## src/rtl/bcd_stopwatch_ctrl.sv

```systemverilog
// bcd_stopwatch_ctrl: stopwatch with prescaler, run/pause/clear FSM, BCD digit chain and lap latch; BCD_SW_WRAP_EN selects wrap at all-9s instead of the OVF stop state
module bcd_stopwatch_ctrl #(
  parameter int DIGITS = 4,
  parameter int PRESCALE = 12000
) (
  input  logic                clk,
  input  logic                reset,
  input  logic                start_stop,
  input  logic                clear,
  input  logic                lap,
  output logic [4*DIGITS-1:0] digits,
  output logic                running,
  output logic                frozen,
  output logic                tick,
  output logic                overflow
);
  localparam int W = 4 * DIGITS;
  localparam int PW = $clog2(PRESCALE);
  localparam logic [PW-1:0] PMAX = PW'(PRESCALE - 1);
  localparam logic [W-1:0] ALL9 = {DIGITS{4'h9}};
`ifdef BCD_SW_WRAP_EN
  typedef enum logic [1:0] {IDLE, RUN, PAUSE} state_t;
`else
  typedef enum logic [1:0] {IDLE, RUN, PAUSE, OVF} state_t;
`endif
  state_t state_q, state_d;
  logic [PW-1:0] presc_q, presc_d;
  logic [W-1:0] cnt_q, cnt_d, cnt_inc, lap_q, lap_d, disp_q, disp_d;
  logic ss_q, clr_q, lapin_q;
  logic frozen_q, frozen_d, tick_q, tick_d, ovf_q, ovf_d, run_q;
  logic carry, all9, ss_e, clr_e, lap_e;
  assign ss_e = start_stop & ~ss_q;
  assign clr_e = clear & ~clr_q;
  assign lap_e = lap & ~lapin_q;
  assign all9 = cnt_q == ALL9;
  always_comb begin
    cnt_inc = cnt_q;
    carry = 1'b1;
    for (int i = 0; i < DIGITS; i++) begin
      cnt_inc[4*i +: 4] = carry ? (cnt_q[4*i +: 4] == 4'd9 ? 4'd0 : cnt_q[4*i +: 4] + 4'd1) : cnt_q[4*i +: 4];
      carry = carry & (cnt_q[4*i +: 4] == 4'd9);
    end
  end
  always_comb begin
    state_d = state_q;
    presc_d = presc_q;
    cnt_d = cnt_q;
    lap_d = lap_q;
    frozen_d = frozen_q;
    ovf_d = ovf_q;
    tick_d = 1'b0;
    if (tick_q) begin
      ovf_d = ovf_q | all9;
`ifdef BCD_SW_WRAP_EN
      cnt_d = cnt_inc;
`else
      cnt_d = all9 ? cnt_q : cnt_inc;
`endif
    end
    if (state_q == RUN) begin
      presc_d = presc_q == PMAX ? '0 : presc_q + 1'b1;
      tick_d = presc_q == PMAX;
      if (ss_e) begin
        state_d = PAUSE;
        frozen_d = 1'b0;
      end else if (lap_e) begin
        frozen_d = ~frozen_q;
        lap_d = frozen_q ? lap_q : cnt_q;
      end
    end else if (clr_e) begin
      state_d = IDLE;
      presc_d = '0;
      cnt_d = '0;
      ovf_d = 1'b0;
      frozen_d = 1'b0;
    end else if (ss_e && (state_q == IDLE || state_q == PAUSE)) begin
      state_d = RUN;
    end
`ifndef BCD_SW_WRAP_EN
    if (tick_q && all9 && state_d != IDLE) begin
      state_d = OVF;
      frozen_d = 1'b0;
    end
`endif
    disp_d = frozen_d ? lap_d : cnt_d;
  end
  always_ff @(posedge clk) begin
    if (reset) begin
      state_q <= IDLE;
      presc_q <= '0;
      cnt_q <= '0;
      lap_q <= '0;
      disp_q <= '0;
      ss_q <= 1'b0;
      clr_q <= 1'b0;
      lapin_q <= 1'b0;
      frozen_q <= 1'b0;
      tick_q <= 1'b0;
      ovf_q <= 1'b0;
      run_q <= 1'b0;
    end else begin
      state_q <= state_d;
      presc_q <= presc_d;
      cnt_q <= cnt_d;
      lap_q <= lap_d;
      disp_q <= disp_d;
      ss_q <= start_stop;
      clr_q <= clear;
      lapin_q <= lap;
      frozen_q <= frozen_d;
      tick_q <= tick_d;
      ovf_q <= ovf_d;
      run_q <= state_d == RUN;
    end
  end
  assign digits = disp_q;
  assign running = run_q;
  assign frozen = frozen_q;
  assign tick = tick_q;
  assign overflow = ovf_q;
endmodule

```

## config.mk

```make
export PLATFORM = sky130hd
export DESIGN_NAME = bcd_stopwatch_ctrl
export DESIGN_NICKNAME = d
export VERILOG_FILES = /design/src/rtl/bcd_stopwatch_ctrl.sv
export SDC_FILE = /design/constraint.sdc
export NUM_CORES = 1
export LEC_CHECK = 0
export CAP_MARGIN = 20
export CORE_UTILIZATION = 60
export DETAILED_ROUTE_END_ITERATION = 10
export GPL_ROUTABILITY_DRIVEN = 0
export GPL_TIMING_DRIVEN = 0
export PLACE_DENSITY_LB_ADDON = 0.1
export SYNTH_ARGS = -nofsm -noshare
export SYNTH_HDL_FRONTEND = slang
export SYNTH_SLANG_ARGS = --single-unit
```

## constraint.sdc

```tcl
create_clock -name clk -period 5.08 [get_ports clk]
set_clock_uncertainty 0.05 [all_clocks]
set_input_delay 1.016 -clock clk [delete_from_list [all_inputs] [get_ports clk]]
set_output_delay 1.016 -clock clk [all_outputs]
set_load 0.005 [all_outputs]
```

# [Word level (Yosys, flattened, before mapping)]
# Index checks and enable logic that the tools add are counted.
[totals] register_bits=71 elab_cells=77
[classes] n_addsub=5 eq_ne=9 mux=32 n_bitwise=11 reduce_logical=8
[ops] cell="$mux W16" count=9
[ops] cell="$mux W14" count=3
[ops] cell="$mux W4" count=7
[ops] cell="$add A4 B1 Y4 const B" count=4
[ops] cell="$eq A16 B16 Y1 const B" count=1
[ops] cell="$eq A4 B4 Y1 const B" count=4
[ops] cell="$add A14 B1 Y14 const B" count=1
[ops] cell="$eq A14 B14 Y1 const B" count=1
[ops] cell="$mux W2" count=5
[ops] cell="$mux W1" count=8
[ops] cell="$and A1 B1 Y1" count=5
[ops] cell="$not A1 Y1" count=5
[ops] cell="$eq A2 B1 Y1 const B" count=2
[ops] cell="$reduce_bool A2 Y1" count=2
[ops] cell="$logic_and A1 B1 Y1" count=3
[ops] cell="$eq A2 B2 Y1 const B" count=1
[ops] cell="$logic_not A2 Y1" count=1
[ops] cell="$reduce_or A2 Y1" count=1
[ops] cell="$logic_or A1 B1 Y1" count=1
[ops] cell="$or A1 B1 Y1" count=1

# [Longest topological paths before layout]
# Gate-level depths: netlist of run 1.
[logic_depth] word_depth=10 depth_mapped=8

# [Least setup slack after synthesis of run 1]
# No wires, ideal clock.
[synth_timing] kind="input to register" from="in start_stop" to="reg disp_q[15], in the netlist digits[15]" setup_time_ns=0.123 arrival_ns=2.422 slack_ns=2.485 path_stages=7 cell_sequence="nor2b_1 or4_4 buf_6 nand3_2 and2_1 buf_6 mux2_1"
[synth_via] elab_chain_len=9 word_cells_on_any_way=14 cone_classes="mux (10); bitwise (1); reduce/logical (3)"
[synth_lines] item="start, declared" line_no="8" source="input logic start_stop,"
[synth_lines] item="$and A1 B1 Y1 (*)" line_no="32" source="assign ss_e = start_stop & ~ss_q;"
[synth_lines] item="$logic_and A1 B1 Y1" line_no="76" source="end else if (ss_e && (state_q == IDLE || state_q == PAUSE)) begin"
[synth_lines] item="$mux W2" line_no="76"
[synth_lines] item="$mux W2" line_no="70" source="end else if (clr_e) begin"
[synth_lines] item="$mux W2" line_no="60" source="if (state_q == RUN) begin"
[synth_lines] item="$reduce_bool A2 Y1" line_no="80" source="if (tick_q && all9 && state_d != IDLE) begin"
[synth_lines] item="$logic_and A1 B1 Y1" line_no="80"
[synth_lines] item="$mux W1" line_no="80"
[synth_lines] item="$mux W16 (*)" line_no="85" source="disp_d = frozen_d ? lap_d : cnt_d;"
[synth_lines] item="end signal, assigned" line_no="106" source="disp_q <= disp_d;"
[synth_lines] item="end, declared" line_no="28" source="logic [W-1:0] cnt_q, cnt_d, cnt_inc, lap_q, lap_d, disp_q, disp_d;"
# Every way passes the cells marked *; elsewhere a longest branch is shown, timed or not.
# A chain may end at the register's enable or synchronous reset.

# [Final worst setup path of run 1]
[layout_timing] from="in clear" to="reg disp_q[15], in the netlist digits[15]"
[layout_via] elab_chain_len=7 word_cells_on_any_way=11 cone_classes="mux (8); bitwise (1); reduce/logical (2)"
[layout_lines] item="start, declared" line_no="9" source="input logic clear,"
[layout_lines] item="$and A1 B1 Y1 (*)" line_no="33" source="assign clr_e = clear & ~clr_q;"
[layout_lines] item="$mux W2" line_no="70"
[layout_lines] item="$mux W2" line_no="60"
[layout_lines] item="$reduce_bool A2 Y1" line_no="80"
[layout_lines] item="$logic_and A1 B1 Y1" line_no="80"
[layout_lines] item="$mux W1" line_no="80"
[layout_lines] item="$mux W16 (*)" line_no="85"
# Marked as above.

==> results of run 1 <==
cell usage after synthesis (5+ instances only):
master,instances,share of area (%)
a21oi_1,15,2.5
a2bb2oi_1,7,2.0
mux2_2,8,3.0
dfxtp_1,71,47
mux2i_1,16,5.3
o21ai_0,24,4.0
nand4_1,10,2.1
inv_1,5,0.62
nand3_1,11,1.8
nor2b_1,8,1.7
nand2_1,24,3.0
nor2_1,41,5.1
a31oi_1,6,1.2
nor4_1,5,1.0
path summary, 6_finish.rpt:
path,startpoint,endpoint,slack [ps],cells after the start
max,clear,digits[15],2180,6
min,presc_q[13],presc_q[13],420,1
max reg2reg,cnt_q[1],digits[4],2630,6
min reg2reg,presc_q[13],presc_q[13],420,1
cell type report:
type / count / area (sq um) / share of cell area [%]
Inverter: 5 / 18.8 / 0.525
Clock inverter: 5 / 80.1 / 2.24
Sequential cell: 71 / 1420 / 39.8
Timing Repair Buffer: 24 / 240 / 6.72
Buffer: 12 / 78.8 / 2.21
Multi-Input combinational cell: 235 / 1500 / 41.9
Tap cell: 67 / 83.8 / 2.35
Clock buffer: 11 / 151 / 4.24
state kept, by name, indices dropped and copies added (netlist names):
register,count
clr_q,1
presc_q,14
lapin_q,1
digits,16
overflow,1
lap_q,16
ss_q,1
tick,1
running,1
cnt_q,16
frozen,1
state_q,2
cell families (layout without fill, tap and decap cells):
kind of cell	after synthesis	after routing	synth area share, %
AND/OR/NAND/NOR	134	134	23.8
multiplexers	25	25	8.66
adder cells (fa/ha/maj)	3	3	1.24
buffers and inverters	17	57	3.23
XOR/XNOR	7	7	2.03
AO/OA/AOI/OAI	66	66	13.9
flip-flops	71	71	47.1
critical path: stages:
cell and delay, ps:
clkdlybuf4s50_1 490, nor2b_1 350, a21o_1 300, clkbuf_1 450, nor2_1 130, mux2_1 320
per-layer routing:
layer,wire length [um],track usage [%]
met1,2980,34.5
met2,3010,42.6
met3,229,4.56
met4,134,13.5
met5,0,0
through the flow:
step                      std cells  instance area (sq um)  setup WS (ps)
final                           430                   3570           2180
after global routing            430                   3570           2080
after CTS                       430                   3570           2170
after detailed placement        414                   3340           1840
after global placement          414                   3340           1860
after floorplan                 323                   3020           2480
power by group:
group	internal [W]	switching, W	total (W)
sequential	0.000561	0.00000328	0.000564
clock	0.000302	0.000209	0.000511
combinational	0.0000219	0.0000311	0.0000530
total	0.000885	0.000243	0.00113
==> out/summary.txt, run 1 <==
======================================================================================
Status                                                                       completed
Transition time at the pin with the least slew margin                           863 ps
Share of the core filled with cells                                              74.7%
Detailed-route vias per instance                                                  5.69
Die Wd                                                                         72.9 um
Final number of setup-violating endpoints                                            0
Maximum number of pins on one net before global-route repair                        13
Post-route DRC violation count                                                       0
Layout cell share with drive strength beyond 1                                   10.5%
Maximum fanout along the worst path                                                 10
Crit path launch type                                                       input port
Starting DRC count in detailed routing                                             204
# rows                                                                              25
Worst EP required                                                              5250 ps
WS Path Type                                                                 in -> reg
Detailed placement HPWL                                                        4280 um
Max H-tree Level                                                                     3
Setup crit end kind                                                           register
Total nets after synthesis                                                         331
Number of standard cells after synthesis                                           323
Leading cell types in the layout, fill and taps excluded                  dfxtp_1 (71), nor2_1 (41), nand2_1 (24), o21ai_0 (24), clkdlybuf4s50_1 (24)
Async set-or-reset flop fraction in the synthesized netlist                         0%
RSZ-0062 raised after global routing                                             false
IO Count                                                                            25
Antenna-violating nets left                                                          0
Number of global-route vias before repair                                         2255
TritonCTS clock tree                                                              done
Fin. Hold Viols                                                                      0
Number of filler instances in the final layout                                     373
Number of sinks on the clock net                                                    71
Setup TNS                                                                         0 ps
Root Driver                                                                   clkbuf_8
Buffers inserted during post-CTS setup optimization                                  0
Most common cell after layout, fill and taps aside                             dfxtp_1
Cell leakage power                                                             1.38 nW
Worst slew margin relative to its limit                                          41.9%
Clock slew at the register clock pins of the worst setup and hold paths          70 ps
Worst hold slack after final layout                                             424 ps
Post-Synthesis Cell Area                                                    3020 sq um
Nets                                                                               366
Placeable core area                                                         4790 sq um
Die Footprint                                                               5320 sq um
Overall routing resource usage                                                   26.5%
YS warnings                                                                          0
Die Ht                                                                         72.9 um
Count of TritonRoute iterations in the first routing pass                            4
Final routed wire length divided by cell count                                 14.8 um
Average instance area after synthesis                                       9.34 sq um
Routed Wire Length                                                             6350 um
Yosys cell types                                                                    53
Hold buffer count at CTS                                                             0
Count of state elements after synthesis                                             71
Num CTS Buffers                                                                      9
Final critical delay including setup and external delays                       2900 ps
Final Slew Violations                                                                0
Number of antenna violations at the first check in global routing                    0
Max Clock Freq                                                               0.345 GHz
Buffer depth of the longest clock path                                               2
Initial standard-cell utilization of the core                                    63.1%
Power after layout                                                           0.00113 W
Power density over cell area                                               316 nW/um^2
Final worst path period share                                                    57.0%
Number of enable flip-flop cells after synthesis                                     0
Worst supply voltage drop on vdd                                                224 uV
Ys flop type                                                                   dfxtp_1
Clock latency reported for the late side of the worst-skew pair                 340 ps
Sequential-to-total area share from yosys stat                                   47.1%
Tightest Hold Check Type                                                    reg -> reg
Max cap viols                                                                        0
Post-cts gate resize count                                                           0
Data arrival at the endpoint of the critical path                              3070 ps
Number of I/O port buffers                                                          24
Wire length of the first global-routing pass                                  10600 um
Antenna Diode Count                                                                  0
Vias                                                                              2446
Global route total overflow                                                          0
Area growth, synth to finish                                                     18.4%
======================================================================================
Note: power is estimated with default switching activity, not from simulation.
==> inputs of run 2 (changes only) <==
CORE_UTILIZATION = 57   (was 60)
clock period = 2.9 ns   (was 5.08 ns; I/O delays follow)
==> out/summary.txt, run 2 (synthesis gave the netlist of run 1 again) <==
======================================================================================
Status                                                                       completed
Buffers inserted during post-CTS setup optimization                                  0
Number of global-route vias before repair                                         2168
Layout cell share with drive strength beyond 1                                   9.92%
Transition time at the pin with the least slew margin                           902 ps
Crit path launch type                                                         register
Worst EP required                                                              3080 ps
Root Driver                                                                   clkbuf_8
End of the critical path                                                     digits[9]
Overall routing resource usage                                                   24.7%
# rows                                                                              26
Fin. Hold Viols                                                                      0
Worst path slowest cell                                                         nor4_2
Worst reg2reg path endpoint                                                  digits[9]
Critical path cell sequence                                               buf_2 > nand4bb_1 > nor4_2 > o211ai_1 > nand2_1 > mux2_2
Number of antenna violations at the first check in global routing                    0
Area growth, synth to finish                                                     17.2%
Maximum fanout along the worst path                                                  9
Routed Wire Length                                                             6130 um
Delay of the slowest critical-path stage                                        490 ps
Register-to-Register Setup Slack                                                400 ps
Buffers & Inverters on Critical Path                                                 1
Final number of setup-violating endpoints                                            0
Final worst path period share                                                    86.2%
Final critical delay including setup and external delays                       2500 ps
Post-cts gate resize count                                                           0
Max H-tree Level                                                                     3
Worst reg-to-reg path cell count                                                     6
WS Path Type                                                                reg -> reg
Detailed placement HPWL                                                        4270 um
Vias                                                                              2422
Leading cell types in the layout, fill and taps excluded                  dfxtp_1 (71), nor2_1 (41), nand2_1 (24), o21ai_0 (24), clkdlybuf4s50_1 (24)
Setup crit end kind                                                           register
Antenna-violating nets left                                                          0
Buffer depth of the longest clock path                                               2
Placeable core area                                                         5110 sq um
Max cap viols                                                                        0
Family of cells with the greatest summed delay on the critical path       simple AND/OR/NAND/NOR gates
RSZ-0062 raised after global routing                                             false
Worst supply voltage drop on vdd                                                387 uV
Cell leakage power                                                             1.37 nW
Max Clock Freq                                                               0.400 GHz
Die Footprint                                                               5590 sq um
Worst slew margin relative to its limit                                          39.3%
Fin area                                                                    3540 sq um
Global route total overflow                                                          0
Number of sinks on the clock net                                                    71
Instance count on the critical path                                                  6
Clock slew at the register clock pins of the worst setup and hold paths          80 ps
Launching instance or port of the critical path                               cnt_q[1]
Post-route DRC violation count                                                       0
Setup TNS                                                                         0 ps
Count of TritonRoute iterations in the first routing pass                            4
IO Count                                                                            25
Most common cell after layout, fill and taps aside                             dfxtp_1
Data arrival at the endpoint of the critical path                              2680 ps
Initial standard-cell utilization of the core                                    59.1%
Number of I/O port buffers                                                          24
Antenna Diode Count                                                                  0
Tightest Hold Check Type                                                    reg -> reg
Final Slew Violations                                                                0
Die Wd                                                                         74.8 um
Num CTS Buffers                                                                      9
Wire length of the first global-routing pass                                  10300 um
Worst R2R Start                                                               cnt_q[1]
Detailed-route vias per instance                                                  5.59
Power density over cell area                                               522 nW/um^2
Nets                                                                               366
Starting DRC count in detailed routing                                             184
Maximum number of pins on one net before global-route repair                        12
Clock latency reported for the late side of the worst-skew pair                 340 ps
TritonCTS clock tree                                                              done
Die Ht                                                                         74.8 um
Final routed wire length divided by cell count                                 14.1 um
Hold buffer count at CTS                                                             0
Cell area after placement                                                   3350 sq um
======================================================================================
## run 2: routing by layer
metal,global-route usage (%),vias to the layer above,part of all wire (%)
met1,33.0,1120,49
met4,12.8,0,1.9
li1,-,1231,-
met5,0,-,0
met3,4.55,11,4.4
met2,38.3,60,44
## run 2: final cells by class
type	count	area, sq um
sequential	71	1420
tap	70	87.6
inverter	5	18.8
buffer	12	78.8
timing repair buffer	24	240
fill	431	1570
multi-input combinational	235	1500
clock inverter	4	45.0
clock buffer	12	145
## run 2: power by group
| part | total (W) | switching, W | internal [W] |
|---|---|---|---|
| clock | 0.000765 | 0.000348 | 0.000417 |
| sequential | 0.000989 | 0.00000580 | 0.000983 |
| combinational | 0.0000909 | 0.0000526 | 0.0000383 |
## run 2: through the flow
step / cells / setup slack (ps) / power [W] / hold WS [ps] / util [%]
floorplan: 323 / 741 / 0.00107 / 380 / -
global placement: 417 / 101 / 0.00110 / 410 / 65.5
detailed placement: 417 / 96.3 / 0.00110 / 409 / 65.5
CTS: 433 / 404 / 0.00185 / 425 / 69.2
global route: 433 / 233 / 0.00191 / 457 / 69.2
finish: 433 / 400 / 0.00184 / 415 / 69.2
## run 2: how the worst min path moves through the flow
stage                     cells after the start   startpoint          end  slack (ps)
after global placement                        2    lap_q[14]    lap_q[14]         410
after CTS                                     1  presc_q[13]  presc_q[13]         420
after global routing                          1  presc_q[13]  presc_q[13]         460
final                                         1  presc_q[13]  presc_q[13]         420
after floorplan                               1  presc_q[13]  presc_q[13]         380
after detailed placement                      1  presc_q[13]  presc_q[13]         410
## run 2: worst register-to-register path, delay by kind of cell, from the launching register on
kind / cells / cell delay (ps)
and+or+nand+nor: 3 / 1200
muxes: 1 / 380
DFF: 1 / 300
AOI/OAI and AO/OA: 1 / 290
buffers and inverters: 1 / 160
==> inputs of run 3 (changes only) <==
--- a/config.mk
+++ b/config.mk
@@ -12,4 +12,5 @@
 export GPL_TIMING_DRIVEN = 0
 export PLACE_DENSITY_LB_ADDON = 0.1
+export SLEW_MARGIN = 20
 export SYNTH_ARGS = -nofsm -noshare
 export SYNTH_HDL_FRONTEND = slang
==> constraint.sdc (replaced) <==
create_clock -name clk -period 2.9 [get_ports clk]
set_clock_uncertainty 0.05 [all_clocks]
set_input_delay 0.58 -clock clk [delete_from_list [all_inputs] [get_ports clk]]
set_output_delay 0.58 -clock clk [all_outputs]
set_load 0.02 [all_outputs]
==> results of run 3 <==
Same layout as run 2 (identical final DEF). Status: completed.
Among the figures that moved: total power 0.00184 W -> 0.00185 W
